--- config.mk ---
export PLATFORM = sky130hd
export DESIGN_NAME = pkt_gen_task_executor
export DESIGN_NICKNAME = d
export VERILOG_FILES = /design/src/rtl/pkt_gen_task_executor.sv
export SDC_FILE = /design/constraint.sdc
export NUM_CORES = 2
export LEC_CHECK = 0
export ABC_AREA = 1
export CAP_MARGIN = 15
export CORE_ASPECT_RATIO = 0.75
export CORE_MARGIN = 2
export CORE_UTILIZATION = 62
export DETAILED_ROUTE_END_ITERATION = 10
export MAX_ROUTING_LAYER = met4
export PLACE_DENSITY = 0.88
export SYNTH_ARGS = -nofsm -noshare
export SYNTH_HDL_FRONTEND = slang
export SYNTH_SLANG_ARGS = --single-unit
--- constraint.sdc ---
create_clock -name clk_i -period 23 [get_ports clk_i]
set_input_delay 2.3 -clock clk_i [delete_from_list [all_inputs] [get_ports clk_i]]
set_output_delay 2.3 -clock clk_i [all_outputs]
set_load 0.03 [all_outputs]
--- src/rtl/pkt_gen_task_executor.sv ---
// Packet-generator task executor: turns {flow, size} tasks into a 64-bit packet stream.
// Optional per-flow packet counters enabled by PKT_GEN_TASK_EXECUTOR_STATS_EN.
module pkt_gen_task_executor #(
  parameter int FLOW_CNT       = 16,
  parameter int FLOW_CNT_WIDTH = (FLOW_CNT == 1) ? 1 : $clog2(FLOW_CNT),
  parameter int MIN_PKT_SIZE   = 16
) (
  input  logic                      clk_i,
  input  logic                      rst_i,
  input  logic [FLOW_CNT_WIDTH-1:0] task_flow_num_i,
  input  logic [15:0]               task_pkt_size_i,
  input  logic                      task_valid_i,
  output logic                      task_ready_o,
  output logic [63:0]               pkt_data_o,
  output logic                      pkt_valid_o,
  output logic                      pkt_sop_o,
  output logic                      pkt_eop_o,
  output logic [2:0]                pkt_empty_o,
  input  logic                      pkt_ready_i,
  input  logic [FLOW_CNT_WIDTH-1:0] stat_rd_addr_i,
  output logic [31:0]               stat_rd_data_o
);

  typedef enum logic {
    IDLE,
    SEND
  } state_e;

  state_e                    state_q, state_d;
  logic [FLOW_CNT_WIDTH-1:0] flow_q, flow_d;
  logic [15:0]               size_q, size_d;
  logic [31:0]               seq_q, seq_d;
  logic [12:0]               idx_q, idx_d;
  logic [12:0]               last_q, last_d;
  logic [31:0]               seq_mem_q [FLOW_CNT];

  logic [15:0] eff_size;
  logic [12:0] eff_last;
  logic        send;
  logic        is_last;
  logic        accept;
  logic        eop_beat;

  assign eff_size = (task_pkt_size_i < 16'(MIN_PKT_SIZE))
                  ? 16'(MIN_PKT_SIZE) : task_pkt_size_i;
  // ceil(S/8)-1 == floor((S-1)/8), valid since S >= 8
  assign eff_last = 13'((eff_size - 16'd1) >> 3);

  assign send     = (state_q == SEND);
  assign is_last  = (idx_q == last_q);
  assign accept   = task_valid_i && task_ready_o;
  assign eop_beat = send && pkt_ready_i && is_last;

  always_comb begin
    state_d      = state_q;
    flow_d       = flow_q;
    size_d       = size_q;
    seq_d        = seq_q;
    idx_d        = idx_q;
    last_d       = last_q;
    task_ready_o = 1'b0;
    unique case (state_q)
      IDLE: begin
        task_ready_o = 1'b1;
      end
      SEND: begin
        if (pkt_ready_i) begin
          if (is_last) begin
            task_ready_o = 1'b1;
            state_d      = IDLE;
          end else begin
            idx_d = idx_q + 13'd1;
          end
        end
      end
      default: state_d = IDLE;
    endcase
    // a task taken on the final beat restarts SEND with no bubble
    if (task_valid_i && task_ready_o) begin
      state_d = SEND;
      flow_d  = task_flow_num_i;
      size_d  = eff_size;
      seq_d   = seq_mem_q[task_flow_num_i];
      idx_d   = 13'd0;
      last_d  = eff_last;
    end
  end

  always_ff @(posedge clk_i or posedge rst_i) begin
    if (rst_i) begin
      state_q <= IDLE;
      flow_q  <= '0;
      size_q  <= '0;
      seq_q   <= '0;
      idx_q   <= '0;
      last_q  <= '0;
    end else begin
      state_q <= state_d;
      flow_q  <= flow_d;
      size_q  <= size_d;
      seq_q   <= seq_d;
      idx_q   <= idx_d;
      last_q  <= last_d;
    end
  end

  always_ff @(posedge clk_i or posedge rst_i) begin
    if (rst_i) begin
      for (int i = 0; i < FLOW_CNT; i++) begin
        seq_mem_q[i] <= '0;
      end
    end else if (accept) begin
      seq_mem_q[task_flow_num_i] <= seq_mem_q[task_flow_num_i] + 32'd1;
    end
  end

  assign pkt_valid_o = send;
  assign pkt_sop_o   = send && (idx_q == 13'd0);
  assign pkt_eop_o   = send && is_last;
  assign pkt_empty_o = pkt_eop_o ? 3'(4'd8 - {1'b0, size_q[2:0]}) : 3'd0;

  always_comb begin
    pkt_data_o = '0;
    if (send) begin
      if (idx_q == 13'd0) begin
        pkt_data_o = {{(16-FLOW_CNT_WIDTH){1'b0}}, flow_q, seq_q, size_q};
      end else begin
        // byte offset in packet is {idx,j}; its low byte is the pattern
        for (int j = 0; j < 8; j++) begin
          if ({idx_q, 3'(j)} < size_q) begin
            pkt_data_o[63-8*j -: 8] = {idx_q[4:0], 3'(j)};
          end
        end
      end
    end
  end

`ifdef PKT_GEN_TASK_EXECUTOR_STATS_EN
  logic [31:0] cnt_q [FLOW_CNT];
  logic [31:0] stat_q;

  always_ff @(posedge clk_i or posedge rst_i) begin
    if (rst_i) begin
      for (int i = 0; i < FLOW_CNT; i++) begin
        cnt_q[i] <= '0;
      end
      stat_q <= '0;
    end else begin
      stat_q <= cnt_q[stat_rd_addr_i];
      if (eop_beat) begin
        cnt_q[flow_q] <= cnt_q[flow_q] + 32'd1;
      end
    end
  end

  assign stat_rd_data_o = stat_q;
`else
  logic unused_stat;
  assign unused_stat    = ^{stat_rd_addr_i, eop_beat};
  assign stat_rd_data_o = '0;
`endif

endmodule

==> impl_metrics.xml <==
<?xml version="1.0" encoding="UTF-8"?>
<metrics>
  <group name="worst_hold_path">
    <metric name="min-delay-start" unit="">seq_mem_q[166]</metric>
    <metric name="min_path_cells" unit="">2</metric>
    <metric name="hold-path-endpoint" unit="">seq_mem_q[166]</metric>
    <metric name="type_of_the_most_critical_hold_path" unit="">reg -&gt; reg</metric>
  </group>
  <group name="yosys">
    <metric name="synth_adder_area_share" unit="%">0.744</metric>
    <metric name="post_synth_and_or_nand_nor_area_fraction" unit="%">39.6</metric>
    <metric name="yosysTopAreaCell" unit="">dfrtp_1</metric>
    <metric name="synth_top_cells_by_area" unit="">dfrtp_1, nand2_1, nand3_1</metric>
    <metric name="yosysSeqAreaShare" unit="%">46.3</metric>
    <metric name="ys_seq_elements" unit="">591</metric>
    <metric name="post-synth-top-area-fraction" unit="%">46.3</metric>
    <metric name="yosysWarnings" unit="">0</metric>
    <metric name="synth-xor-area-share" unit="%">1.15</metric>
    <metric name="syn_avg_cell_area" unit="sq um">6.95</metric>
    <metric name="yosysMostFrequentCell" unit="">nand2_1</metric>
    <metric name="edff_count_synth" unit="">0</metric>
    <metric name="compound_cell_area_share_of_the_yosys_netlist" unit="%">3.96</metric>
    <metric name="synth_top_family_by_area" unit="">simple AND/OR/NAND/NOR gates</metric>
    <metric name="netlist-cell-type-count" unit="">45</metric>
    <metric name="dominantRegCellSynth" unit="">dfrtp_1</metric>
    <metric name="postSynthCellCount" unit="">4598</metric>
    <metric name="synth_common_cells" unit="">nand2_1, dfrtp_1, inv_1</metric>
    <metric name="ys_async_sr_fraction" unit="%">100</metric>
    <metric name="yosys-mux-area-fraction" unit="%">0</metric>
    <metric name="mappedNetlistArea" unit="sq um">31900</metric>
  </group>
  <group name="setup_path">
    <metric name="start_kind" unit="">input pin</metric>
    <metric name="setup.worst_path.end_class" unit="">flip-flop</metric>
    <metric name="worstReg2RegStart" unit="">idx_q[4]</metric>
    <metric name="timing_worst_setup_path_type" unit="">in -&gt; reg</metric>
    <metric name="r2r-end" unit="">seq_mem_q[110]</metric>
    <metric name="reg2regPathDepth" unit="">12</metric>
    <metric name="worst-path-max-fanout" unit="">45</metric>
    <metric name="cp_data_arrival_time" unit="ps">7180</metric>
    <metric name="ff2ff_setup_slack" unit="ps">18560</metric>
    <metric name="timing.critical_path.required" unit="ps">23510</metric>
  </group>
  <group name="sta">
    <metric name="setup_tns" unit="ps">0</metric>
    <metric name="grt_setup_unrepaired" unit="">false</metric>
    <metric name="finalClockSkew" unit="ps">27.5</metric>
    <metric name="finalCritPeriodShare" unit="%">29.0</metric>
    <metric name="relSlewSlack" unit="%">12.3</metric>
    <metric name="timing.final.crit_period" unit="ps">6670</metric>
    <metric name="fin_ws" unit="ps">16330</metric>
    <metric name="maxSlewViolCount" unit="">0</metric>
    <metric name="setup_violations" unit="">0</metric>
    <metric name="worst_slew_pin_slew" unit="ps">1310</metric>
    <metric name="final_hold_vio_count" unit="">0</metric>
    <metric name="max_freq" unit="MHz">150</metric>
  </group>
  <group name="detailed_routing">
    <metric name="maxUsedRoutingLayer" unit="">met4</metric>
    <metric name="dr.pass1.iters" unit="">6</metric>
    <metric name="remaining_drc_errors" unit="">0</metric>
    <metric name="violation_count_after_the_first_detailed_route_iteration" unit="">4708</metric>
    <metric name="drt-vias-per-instance" unit="">5.83</metric>
    <metric name="wl_met1" unit="um">38900</metric>
    <metric name="dr_wl_met2" unit="um">42600</metric>
    <metric name="routed-wl-met3" unit="um">14700</metric>
    <metric name="antenna_left" unit="">0</metric>
    <metric name="route.detailed.wl_per_inst" unit="um">19.3</metric>
    <metric name="routed_wirelength" unit="um">101000</metric>
    <metric name="via_count" unit="">30700</metric>
  </group>
  <group name="cts">
    <metric name="clock_latency" unit="ps">650</metric>
    <metric name="cts_made_buffers" unit="">57</metric>
    <metric name="clock_sinks" unit="">591</metric>
    <metric name="tritoncts" unit="">done</metric>
    <metric name="htreeDepth" unit="">2</metric>
    <metric name="cts.root.buffer_cell" unit="">clkbuf_16</metric>
    <metric name="clock_tree.buffer_depth" unit="">3</metric>
    <metric name="number_of_buffers_added_to_fix_hold_violations_after_cts" unit="">0</metric>
    <metric name="post_cts.resized_instances" unit="">0</metric>
    <metric name="clkTransAtPathRegs" unit="ps">60</metric>
    <metric name="cts_post_setup_buffers_inserted" unit="">0</metric>
  </group>
  <group name="cells_and_area">
    <metric name="summed_area_of_non_filler_cells_in_the_final_layout" unit="sq um">34600</metric>
    <metric name="layoutNonFillerInstCount" unit="">5265</metric>
    <metric name="synthToLayoutAreaGrowth" unit="%">8.45</metric>
    <metric name="seqCellArea" unit="sq um">14800</metric>
    <metric name="finish.net_count" unit="">4595</metric>
    <metric name="multi_input_gate_area_in_the_final_layout" unit="sq um">14700</metric>
    <metric name="final_layout_size_suffix_gt1_share" unit="%">5.38</metric>
    <metric name="num-fill-cells" unit="">4126</metric>
  </group>
  <group name="floorplanning">
    <metric name="die_x" unit="um">266</metric>
    <metric name="design.portCount" unit="">131</metric>
    <metric name="dieArea" unit="sq um">53400</metric>
    <metric name="placeableCoreArea" unit="sq um">51300</metric>
    <metric name="core.rowCount" unit="">72</metric>
    <metric name="floorplan.initialDensity" unit="%">62.3</metric>
    <metric name="chipHeight" unit="um">201</metric>
  </group>
  <group name="global_routing">
    <metric name="grt_pass1_wl" unit="um">158000</metric>
    <metric name="grt_max_degree" unit="">184</metric>
    <metric name="track_usage" unit="%">39.2</metric>
    <metric name="antenna_found_initial" unit="">4</metric>
    <metric name="grt_overflow_total" unit="">0</metric>
    <metric name="number_of_global_route_vias_before_repair" unit="">28600</metric>
  </group>
  <group name="flow_run">
    <metric name="drv.max_cap_violation_count" unit="">0</metric>
  </group>
  <group name="placed_design">
    <metric name="port_buffers" unit="">91</metric>
    <metric name="dp_worst_setup_slack" unit="ps">15980</metric>
    <metric name="dp_hpwl" unit="um">60000</metric>
    <metric name="dp.cells" unit="">5152</metric>
    <metric name="gp_congestion" unit="">0.990</metric>
    <metric name="place_area" unit="sq um">32600</metric>
  </group>
  <group name="power_and_ir_drop">
    <metric name="pwr_density_cell" unit="nW/um^2">91.3</metric>
    <metric name="worst_ir_drop_vdd" unit="V">0.0000913</metric>
    <metric name="leakagePower" unit="nW">19.1</metric>
  </group>
  <group name="outcome">
    <metric name="run_status" unit="">completed</metric>
  </group>
</metrics>
layout by cell type, fill, tap and decap left out, drive strengths merged:
cell type | Yosys | layout
nand2 | 2721 | 2721
dfrtp | 591 | 591
inv | 240 | 242
nor2 | 206 | 206
nand3 | 203 | 203
o21ai | 197 | 197
clkdlybuf4s50 | 0 | 89
clkbuf | 73 | 82
buf | 212 | 52
nand4 | 36 | 36
conb | 1 | 35
xor2 | 23 | 23
ha | 19 | 19
nor3 | 15 | 15
clkinv | 3 | 15
a21oi | 14 | 14
a22oi | 9 | 9
bufinv | 0 | 9
diode | 0 | 6
xnor2 | 6 | 6
o22ai | 6 | 6
nor4 | 6 | 6
a211oi | 5 | 5
o31ai | 4 | 4
or2 | 3 | 3
o211ai | 2 | 2
o21a | 1 | 1
o32ai | 1 | 1
and3 | 1 | 1
how the worst max path moves through the flow:
stage | start | endpoint | cells after the start
after detailed placement | task_flow_num_i[1] | seq_mem_q[376] | 18
after global placement | task_flow_num_i[1] | seq_mem_q[120] | 18
after floorplan | rst_i | flow_q[0] | 1
final | task_flow_num_i[1] | seq_mem_q[152] | 18
after CTS | task_flow_num_i[1] | seq_mem_q[152] | 18
after global routing | task_flow_num_i[1] | seq_mem_q[504] | 18
cells by family after synthesis:
| kind of cell | after synthesis |
|---|---|
| flip-flops | 591 |
| buffers and inverters | 528 |
| adder cells (fa/ha/maj) | 19 |
| AO/OA/AOI/OAI | 239 |
| AND/OR/NAND/NOR | 3191 |
| other | 1 |
| XOR/XNOR | 29 |
sequential cells by signal, indices dropped and copies added, names as in the netlist:
name and cells:
flow_q 4, seq_mem_q 512, pkt_valid_o 1, idx_q 13
size_q 16, seq_q 32, last_q 13
metal layers:
layer / track usage, % / vias to the layer above
li1: - / 13800
met1: 53.1 / 14300
met2: 54.9 / 2144
met3: 10.6 / 433
met4: 18.5 / 0
met5: - / -
worst max-delay path, stage by stage:
cell     delay, ps
buf_4          300
inv_4          630
buf_4          590
buf_4          570
nand2_1        120
nand2_1         70
nand2_1         40
nand2_1        160
inv_1           50
nand2_1        120
ha_1           180
inv_1           80
nor2_1         270
nand2_1        210
nor2_4         240
nand4_1        750
nand3_1        350
nand2_1         90
power by group:
part	internal [mW]	switching [mW]	total [mW]
combinational	0.304	0.623	0.927
clock	0.594	0.417	1.01
sequential	1.15	0.0728	1.23
area by class of cell:
cell class	instances	area share [%]
sequential	591	42.7
clock buffer	81	4.72
timing repair buffer	142	3.88
antenna	6	0.0433
clock inverter	23	1.01
multi-input combinational	3513	42.6
tap	666	2.41
inverter	243	2.68
through the flow:
step                      power (mW)  util [%]  hold slack [ps]
after floorplan                 1.82         -              442
after CTS                       3.15      67.5              473
after global placement          2.13      63.6              453
after detailed placement        2.15      63.6              458
final                           3.16      67.6              471
after global routing            3.30      67.6              488
No activity file was read; power rests on OpenSTA's default activity.
